## src/rtl/freq_selector_param_pkg.sv

```systemverilog
// Shared helpers for the parametrised frequency selector: reload value and
// period length as functions of counter width, select width and select value.
package freq_selector_param_pkg;

    // Reload value for select s: s placed in the top SEL_W bits of the counter.
    function automatic int unsigned loadv(input int unsigned cnt_w,
                                          input int unsigned sel_w,
                                          input int unsigned s);
        return s << (cnt_w - sel_w);
    endfunction

    // Ticks are this many RO_Clk cycles apart while select s is in force.
    function automatic int unsigned period(input int unsigned cnt_w,
                                           input int unsigned sel_w,
                                           input int unsigned s);
        return (32'd1 << cnt_w) - loadv(cnt_w, sel_w, s);
    endfunction

endpackage

```

## src/rtl/freq_selector_param_sel_shadow_reg.sv

```systemverilog
// Shadow select register: holds a queued select until the next period
// boundary and picks the select that the reload will use.
module sel_shadow_reg #(
    parameter int SEL_W = 3
) (
    input  logic             RO_Clk,
    input  logic             rst,
    input  logic             ld,
    input  logic [SEL_W-1:0] SW,
    input  logic             sel_wr,
    input  logic [SEL_W-1:0] sel_req,
    input  logic             tc,
    input  logic [SEL_W-1:0] sel_active,
    output logic [SEL_W-1:0] next_sel,
    output logic             pending
);
    logic [SEL_W-1:0] shadow;

    // A write in the boundary cycle is consumed directly; otherwise the
    // queued value wins over the select currently in force.
    always_comb begin
        next_sel = sel_active;
        if (sel_wr)       next_sel = sel_req;
        else if (pending) next_sel = shadow;
    end

    // ld and tc both retire any queued value; a lone sel_wr queues (last wins).
    always_ff @(posedge RO_Clk) begin
        if (rst) begin
            shadow  <= '0;
            pending <= 1'b0;
        end else if (ld) begin
            shadow  <= SW;
            pending <= 1'b0;
        end else if (tc) begin
            pending <= 1'b0;
        end else if (sel_wr) begin
            shadow  <= sel_req;
            pending <= 1'b1;
        end
    end

endmodule

```

## src/rtl/freq_selector_param.sv

```systemverilog
// Programmable divider of RO_Clk: ticks clk_to_wg once per period, toggles
// sq_out on every tick, and swaps the select only at period boundaries.
module freq_selector_param
    import freq_selector_param_pkg::*;
#(
    parameter int CNT_W = 9,
    parameter int SEL_W = 3
) (
    input  logic             RO_Clk,
    input  logic             rst,
    input  logic             en,
    input  logic             ld,
    input  logic [SEL_W-1:0] SW,
    input  logic             sel_wr,
    input  logic [SEL_W-1:0] sel_req,
    output logic             clk_to_wg,
    output logic             sq_out,
    output logic [CNT_W-1:0] count,
    output logic [SEL_W-1:0] sel_active,
    output logic             pending
);
    localparam logic [CNT_W-1:0] MAX = '1;

    logic             tc;
    logic [SEL_W-1:0] next_sel;

    // Terminal count only counts while enabled; depends on state and en only.
    assign tc        = en && (count == MAX);
    assign clk_to_wg = tc;

    sel_shadow_reg #(.SEL_W(SEL_W)) u_shadow (
        .RO_Clk     (RO_Clk),
        .rst        (rst),
        .ld         (ld),
        .SW         (SW),
        .sel_wr     (sel_wr),
        .sel_req    (sel_req),
        .tc         (tc),
        .sel_active (sel_active),
        .next_sel   (next_sel),
        .pending    (pending)
    );

    // Counter, active select and square output: rst > ld > reload > increment.
    always_ff @(posedge RO_Clk) begin
        if (rst) begin
            count      <= '0;
            sel_active <= '0;
            sq_out     <= 1'b0;
        end else if (ld) begin
            count      <= CNT_W'(loadv(CNT_W, SEL_W, 32'(SW)));
            sel_active <= SW;
        end else if (tc) begin
            count      <= CNT_W'(loadv(CNT_W, SEL_W, 32'(next_sel)));
            sel_active <= next_sel;
            sq_out     <= ~sq_out;
        end else if (en) begin
            count      <= count + 1'b1;
        end
    end

endmodule

```

## config.mk

```make
export PLATFORM = sky130hd
export DESIGN_NAME = freq_selector_param
export DESIGN_NICKNAME = d
export VERILOG_FILES = /design/src/rtl/freq_selector_param_pkg.sv /design/src/rtl/freq_selector_param_sel_shadow_reg.sv /design/src/rtl/freq_selector_param.sv
export SDC_FILE = /design/constraint.sdc
export NUM_CORES = 1
export LEC_CHECK = 0
export CORE_UTILIZATION = 45
export CTS_BUF_LIST = sky130_fd_sc_hd__clkbuf_4 sky130_fd_sc_hd__clkbuf_8 sky130_fd_sc_hd__clkbuf_16
export DETAILED_ROUTE_END_ITERATION = 8
export PLACE_DENSITY = 0.78
export SLEW_MARGIN = 10
export SYNTH_ARGS = -nofsm -noshare
export SYNTH_HDL_FRONTEND = slang
export SYNTH_SLANG_ARGS = --single-unit
```

## constraint.sdc

```tcl
create_clock -name RO_Clk -period 2.15 [get_ports RO_Clk]
set_clock_uncertainty 0.2 [all_clocks]
set_input_delay 0.5375 -clock RO_Clk [delete_from_list [all_inputs] [get_ports RO_Clk]]
set_output_delay 0.5375 -clock RO_Clk [all_outputs]
set_load 0.01 [all_outputs]
```

## Yosys cells after proc, flatten, opt, wreduce, memory -nomap -nowiden

Index checks and enable logic that the tools add are counted.

| storage, ports and cells | value |
|---|---|
| bits in registers | 17 |
| bits of input ports | 11 |

| cells by class | value |
|---|---|
| add/subtract/negate cells | 1 |
| equal/unequal tests | 2 |
| mux-type cells | 10 |
| bitwise operators | 2 |
| reduce and logical (&&, ||, !) cells | 7 |

Operator list:

| kind | count |
|---|---|
| 9-bit two-way mux | 3 |
| 3-bit two-way mux | 7 |
| 9-bit by 1-bit adder with 9-bit output, second input constant | 1 |
| 9-bit == test, second input constant | 1 |
| 2-bit AND reduction | 2 |
| 2-bit nonzero test | 2 |
| 3-bit nonzero test | 1 |
| 3-bit OR reduction | 1 |
| 2-bit inequality test, second input constant | 1 |
| 1-bit NOT | 2 |
| 1-bit logical AND | 1 |

## Depth between registers and ports, before layout

Gate-level depths: netlist of the first run.

| logic depth | value |
|---|---|
| depth after elaboration | 4 |
| depth in mapped cells | 8 |

## Modules after synthesis

A second synthesis of the first run with hierarchy kept.

| unflattened totals | value |
|---|---|
| cell total of the unflattened synthesis | 117 |
| area, all modules | 1,002.2 µm² |

By module, submodules not included:

| module | times used | cells an instance | area an instance (µm²) | seq. area each (µm²) |
|---|---|---|---|---|
| freq_selector_param | 1 | 87 | 748.2 | 260.2 |
| sel_shadow_reg | 1 | 30 | 254.0 | 80.1 |

## Worst setup path before layout of the first run

No wires, ideal clock.

| timing path | value |
|---|---|
| path kind | register to output |
| from | register count[3] |
| to | output clk_to_wg |
| arrival | 1.247 ns |
| slack | 0.166 ns |
| cell stages (with the launch flop) | 7 |
| path buffers | 0 |
| path through | dfxtp_1 -> and4_1 -> nand2_1 -> nor2_1 -> ha_1 -> nand2_1 -> inv_2 |

| on the way | value |
|---|---|
| word-level cells in the longest chain between the ends | 2 |

Ends and longest elaborated chain:

| what | line | RTL |
|---|---|---|
| start, declared | freq_selector_param.sv:18 | `output logic [CNT_W-1:0] count,` |
| start signal, assigned | freq_selector_param.sv:51 | `count <= CNT_W'(loadv(CNT_W, SEL_W, 32'(SW)));` |
| start signal, assigned | freq_selector_param.sv:54 | `count <= CNT_W'(loadv(CNT_W, SEL_W, 32'(next_sel)));` |
| start signal, assigned | freq_selector_param.sv:58 | `count <= count + 1'b1;` |
| 9-bit == test | freq_selector_param.sv:28 | `assign tc = en && (count == MAX);` |
| 1-bit logical AND | freq_selector_param.sv:28 |  |
| end, declared | freq_selector_param.sv:16 | `output logic clk_to_wg,` |

Every way passes these cells.

## Worst setup path in the final report of the first run

| timing path | value |
|---|---|
| from | register count[2] |
| to | output clk_to_wg |

Same word-level chain as after synthesis.

==> results.json, run 1 <==
{
  "path_cells": "and4_1 -> nand2_1 -> nor2_1 -> ha_2 -> nand2_2 -> inv_2 -> buf_6",
  "syn_avg_cell_area_um2": 8.99,
  "totalPowerFinal_uw": 630,
  "dieArea_um2": 2120,
  "yosysSeqAreaShare": 0.390,
  "ioPinCount": 26,
  "drt-pass1-iter-count": 5,
  "synth_area_um2": 872,
  "numCtsBuffers": 3,
  "num-fill-cells": 155,
  "hp-class": "flop to flop",
  "slew_headroom": 0.808,
  "antenna_found_initial": 0,
  "synth_top_area_cell": "dfxtp_1",
  "fmax_ghz": 0.456,
  "hold-path-endpoint": "sel_active[2]",
  "leakagePower_uw": 0.000610,
  "h-tree-depth": 1,
  "async_flop_share": 0,
  "drt_iter0_drc": 10,
  "ant_nets": 0,
  "synthDistinctLibCells": 36,
  "yosysMostFrequentCell": "dfxtp_1",
  "peakVddDrop_mv": 0.387,
  "crit_required_ns": 1.41,
  "ff2ff_setup_slack_ns": 0.20,
  "synth-seq-cells": 17,
  "die_width_um": 46.0,
  "grt_usage": 0.242,
  "dieHeight_um": 46.0,
  "grt_pass1_vias": 856,
  "synth-main-ff-cell": "dfxtp_1",
  "fp.coreArea_um2": 1760,
  "routabilityCongestion": 0.852,
  "hp-start": "sel_active[2]",
  "cts-root-buf": "clkbuf_4",
  "worst_pin_slew_ns": 0.287,
  "netlist_top_cells_area": "dfxtp_1, mux2i_1, nor2_1, a21oi_1, xor2_1",
  "violations": "setup timing",
  "dpl.hpwl_um": 1650,
  "fin_nets": 163,
  "slew_violations": 0,
  "routed_wl_um": 2210,
  "synth_top_area_frac": 0.390,
  "synth_edf_count": 0,
  "crit_fanout": 2,
  "num_antenna_cells": 0,
  "clk_path_buf_depth": 2,
  "io_buffer_count": 25,
  "wire_per_inst_um": 12.7,
  "crit_path_top_delay_cell": "dfxtp_2",
  "outcome": "complete, but fails checks",
  "drive_above_1_share": 0.275,
  "period_needed_ns": 2.19,
  "initial_core_util": 0.494,
  "grt_setup_unrepaired": "true",
  "syn2layout_area_growth_pct": 55.8,
  "maxCapViolCount": 0,
  "preCtsSetupSlack_ns": -0.293,
  "multiInputGateArea_um2": 488,
  "synth_common_cells": "dfxtp_1, nor2_1, nand2_1, a21oi_1, mux2i_1",
  "cts_hold_buffers": 0,
  "period_share": 1.02,
  "report.final.setup_viol": 1,
  "start_kind": "flop",
  "rows": 15,
  "viasPerCell": 4.95,
  "r2r-start": "count[2]",
  "r2r-end": "count[7]",
  "syn-num-nets": 110,
  "cp_slowest_stage_delay_ns": 0.35,
  "r2r_cells": 9,
  "clk-insertion-delay-late_ns": 0.30,
  "drcViolationCount": 0,
  "register_area_um2": 344,
  "cts_tree": "done",
  "fin_tns_setup_ns": -0.0447,
  "cts_sinks": 17,
  "worst_slack_ns": -0.0447,
  "path_class": "flop to output port",
  "powerDensity_nw_per_um2": 464,
  "grt_max_degree": 12,
  "syn_inst": 97,
  "holdPathStages": 2,
  "crit_path_end_kind": "output port",
  "finalHoldViolations": 0,
  "crit_arrival_ns": 1.46,
  "num_vias": 862,
  "grt_pass1_wl_um": 3590,
  "clk_pin_slew_ns": 0.10,
  "overflow": 0,
  "ys.warnings.count": 0
}
## worst max path at each step
stage	slack, ns	from	endpoint
after floorplan	0.17	count[3]	clk_to_wg
after global placement	-0.29	en	clk_to_wg
after detailed placement	-0.29	en	clk_to_wg
after CTS	-0.02	count[3]	clk_to_wg
after global routing	-0.13	count[2]	clk_to_wg
final	-0.04	count[2]	clk_to_wg
## report_power, final
part	internal [uW]	switching, uW	leakage, uW
sequential	328	7.87	0.000141
clock	69.4	105	0.0000177
combinational	68.4	51.0	0.000451
total	466	164	0.000610
## cell type report
type	count	share of cell area
timing repair buffer	51	0.331
clock inverter	1	0.00368
sequential	17	0.253
tap	25	0.0230
multi-input combinational	72	0.359
inverter	5	0.0138
clock buffer	3	0.0166
## worst max-delay path: cells and delay by family (launching register included)
kind | cells | cell delay [ns]
fa+ha+maj | 1 | 0.20
buf+inv | 2 | 0.16
flops | 1 | 0.35
simple gates | 4 | 0.45
## per-stage QoR
step | cells | hold slack [ns] | area, um^2 | util
global route | 174 | 0.327 | 1360 | 0.770
CTS | 171 | 0.289 | 1330 | 0.755
floorplan | 97 | 0.292 | 872 | -
finish | 174 | 0.282 | 1360 | 0.770
global placement | 166 | 0.266 | 1290 | 0.730
detailed placement | 166 | 0.275 | 1290 | 0.730
## repair_timing
item,CTS,global route
endpoints found under the setup margin,1,1
buffers inserted,1,3
pin swaps,4,1
gates resized for setup,9,2
gates cloned,0,0
## cell usage in the layout (no fill, tap or decap), drive strengths merged, types with 2 or more instances in the layout
cell           netlist  layout
a211oi               2       2
a21oi                8       8
buf                  3      27
clkbuf               0       3
clkdlybuf4s50        0      23
dfxtp               17      17
ha                   2       2
inv                  5       5
mux2                 2       2
mux2i                5       5
nand2                9       9
nand3                2       2
nand4                3       3
nor2                12      12
o21ai                4       4
or3                  2       2
xnor2                2       2
xor2                 4       4
## cells by family (layout without fill, tap and decap cells)
family,count (synthesis),after routing,synth area share
multiplexers,7,7,0.0875
buffers and inverters,8,60,0.0559
flip-flops,17,17,0.390
adder cells (fa/ha/maj),2,2,0.0287
AND/OR/NAND/NOR,36,36,0.218
XOR/XNOR,6,6,0.0603
AO/OA/AOI/OAI,21,21,0.159
## flip-flops by register name, indices dropped and copies added, names as in the netlist
register,flops
count,9
u_shadow.shadow,3
sq_out,1
u_shadow.pending,1
sel_active,3
## per-layer routing
| layer | global-route usage | part of all wire |
|---|---|---|
| met1 | 0.260 | 0.42 |
| met2 | 0.445 | 0.51 |
| met3 | 0.0437 | 0.045 |
| met4 | 0.118 | 0.018 |
| met5 | 0 | 0 |
No activity file was read; power rests on OpenSTA's default activity.
==> run 2: changes to the inputs <==
==> constraint.sdc (replaced) <==
create_clock -name RO_Clk -period 2.15 [get_ports RO_Clk]
set_clock_uncertainty 0.2 [all_clocks]
set_input_delay 0.43 -clock RO_Clk [delete_from_list [all_inputs] [get_ports RO_Clk]]
set_output_delay 0.43 -clock RO_Clk [all_outputs]
set_load 0.01 [all_outputs]
==> run 2 against run 1 <==
  * The flow now finishes without violations
  * Clock power decreased by 3%
  * Utilization shrank 2.6 points
  * Setup slack gained 0.13 ns
  * Worst hold slack gained 0.0088 ns
  * Register-to-register slack worse by 0.04 ns
  * Sequential share of layout area increased by 0.99 points
  * Sequential power is essentially flat
  * Sequential cell count is the same
  * Non-clock buffer count down 7
  * Largest cell class unchanged
  * Clock-buffer cell count unchanged
  * Global-route usage down 0.79 points
==> results.json, run 2 (synthesis results as in run 1) <==
{
  "worst_pin_slew_ns": 0.272,
  "p_sw_frac": 0.256,
  "num_antenna_cells": 0,
  "cts_tree": "done",
  "grt_max_degree": 12,
  "path_cells": "and4_4 -> nand2_2 -> nor2_2 -> ha_2 -> nand2_2 -> inv_2 -> buf_6",
  "whs_ns": 0.291,
  "fp.coreArea_um2": 1760,
  "powerDensity_nw_per_um2": 472,
  "hp-class": "flop to flop",
  "p_seq_frac": 0.545,
  "maxCapViolCount": 0,
  "fin_tns_setup_ns": 0,
  "slew_violations": 0,
  "crit_path_top_delay_cell": "dfxtp_2",
  "regMostFlops": "count",
  "dp_cells": 161,
  "fmax_ghz": 0.484,
  "totalPowerFinal_uw": 620,
  "drive_above_1_share": 0.268,
  "leakagePower_uw": 0.000557,
  "syn2layout_area_growth_pct": 50.5,
  "slew_headroom": 0.818,
  "register_area_um2": 345,
  "grt_pass1_wl_um": 3570,
  "num_vias": 868,
  "reg_top3": "count x9, sel_active x3, u_shadow.shadow x3",
  "period_needed_ns": 2.06,
  "dieHeight_um": 46.0,
  "drcViolationCount": 0,
  "power_frac_comb": 0.182,
  "grt_usage": 0.234,
  "layoutNonFillerInstCount": 167,
  "drt_iter0_drc": 8,
  "routabilityCongestion": 0.842,
  "path_class": "flop to output port",
  "drt-pass1-iter-count": 4,
  "r2r-start": "count[2]",
  "fin_nets": 156,
  "crit_path_end_kind": "output port",
  "cts-root-buf": "clkbuf_4",
  "grt_pass1_vias": 830,
  "num-fill-cells": 153,
  "wire_per_inst_um": 12.5,
  "outcome": "finished clean",
  "r2r-end": "count[7]",
  "numCtsBuffers": 3,
  "cts_sinks": 17,
  "clk_pin_slew_ns": 0.10,
  "routed_wl_um": 2090,
  "rows": 15,
  "dpl.hpwl_um": 1610,
  "initial_core_util": 0.494,
  "multiInputGateArea_um2": 495,
  "antenna_found_initial": 0,
  "p_clk_frac": 0.273,
  "fin_util": 0.744,
  "crit_fanout": 2,
  "clk_path_buf_depth": 2,
  "finalHoldViolations": 0,
  "crit_required_ns": 1.52,
  "start_kind": "flop",
  "r2r_cells": 9,
  "period_share": 0.960,
  "ioPinCount": 26,
  "viasPerCell": 5.20,
  "report.final.setup_viol": 0,
  "ff2ff_setup_slack_ns": 0.16,
  "ant_nets": 0,
  "h-tree-depth": 1,
  "cp-startpoint": "count[2]",
  "largest_register_ffs": 9,
  "clk-insertion-delay-late_ns": 0.29,
  "switching_power_uw": 158,
  "cp_slowest_stage_delay_ns": 0.34,
  "peakVddDrop_mv": 0.456,
  "cp_common_cell": "nand2_2",
  "overflow": 0,
  "die_width_um": 46.0,
  "dieArea_um2": 2120,
  "crit_end": "clk_to_wg",
  "layout_common_cells": "clkdlybuf4s50_1, buf_4, dfxtp_1",
  "crit_arrival_ns": 1.43,
  "mostFrequentLayoutCell": "clkdlybuf4s50_1",
  "io_buffer_count": 25,
  "p_int_uw": 461
}
## run 2: worst min path at each step
| stage | cells past startpoint | startpoint | slack, ns | end |
|---|---|---|---|---|
| after floorplan | 2 | sel_active[2] | 0.29 | sel_active[2] |
| after global placement | 2 | sel_active[2] | 0.27 | sel_active[2] |
| after detailed placement | 2 | sel_active[2] | 0.28 | sel_active[2] |
| after CTS | 2 | sel_active[2] | 0.30 | sel_active[2] |
| after global routing | 2 | sel_active[2] | 0.32 | sel_active[2] |
| final | 2 | sel_active[2] | 0.29 | sel_active[2] |
## run 2: layout make-up
class | instances | share of cell area
tap | 25 | 0.0238
sequential | 17 | 0.263
inverter | 5 | 0.0143
multi-input combinational | 72 | 0.378
clock buffer | 3 | 0.0172
timing repair buffer | 44 | 0.300
clock inverter | 1 | 0.00381
## run 2: metrics by stage
stage               area [um^2]  setup slack [ns]
finish                     1310            0.0851
global route               1310           -0.0202
CTS                        1290            0.0625
detailed placement         1250           -0.0547
global placement           1250           -0.0716
floorplan                   872             0.273
## run 2: timing repair
item,4_1_cts,5_1_grt
hold buffers,0,0
setup buffers,1,1
endpoints found under the setup margin,1,2
gates resized for setup,7,7
gates cloned,0,0
pin swaps,3,3
## run 2: power by group through the flow
| stage | Clock [uW] | Sequential, uW | Combinational, uW |
|---|---|---|---|
| after floorplan | 0 | 350 | 49.7 |
| after global placement | 0 | 344 | 109 |
| after detailed placement | 0 | 345 | 112 |
| after CTS | 173 | 338 | 113 |
| after global routing | 192 | 340 | 124 |
| final | 169 | 338 | 113 |
## run 2: per-layer routing
metal	global-route usage	vias up	share of wire
met2	0.439	27	0.50
met4	0.0882	0	0.0091
met5	0	-	0
met3	0.0397	2	0.059
met1	0.256	405	0.43
li1	-	434	-
## run 2: critical path, delay by kind of cell (launching register included)
family / cells / cell delay (ns)
AND/OR/NAND/NOR: 4 / 0.45
flip-flops: 1 / 0.34
adder cells (fa/ha/maj): 1 / 0.19
buffers and inverters: 2 / 0.15
==> run 3: changes to the inputs <==
--- a/config.mk
+++ b/config.mk
@@ -7,6 +7,7 @@
 export LEC_CHECK = 0
 export CORE_UTILIZATION = 45
 export CTS_BUF_LIST = sky130_fd_sc_hd__clkbuf_4 sky130_fd_sc_hd__clkbuf_8 sky130_fd_sc_hd__clkbuf_16
+export CTS_CLUSTER_DIAMETER = 40
 export DETAILED_ROUTE_END_ITERATION = 8
 export PLACE_DENSITY = 0.78
 export SLEW_MARGIN = 10
==> results of run 3 <==
The final DEF is identical to that of run 2; final timing and power are the same.
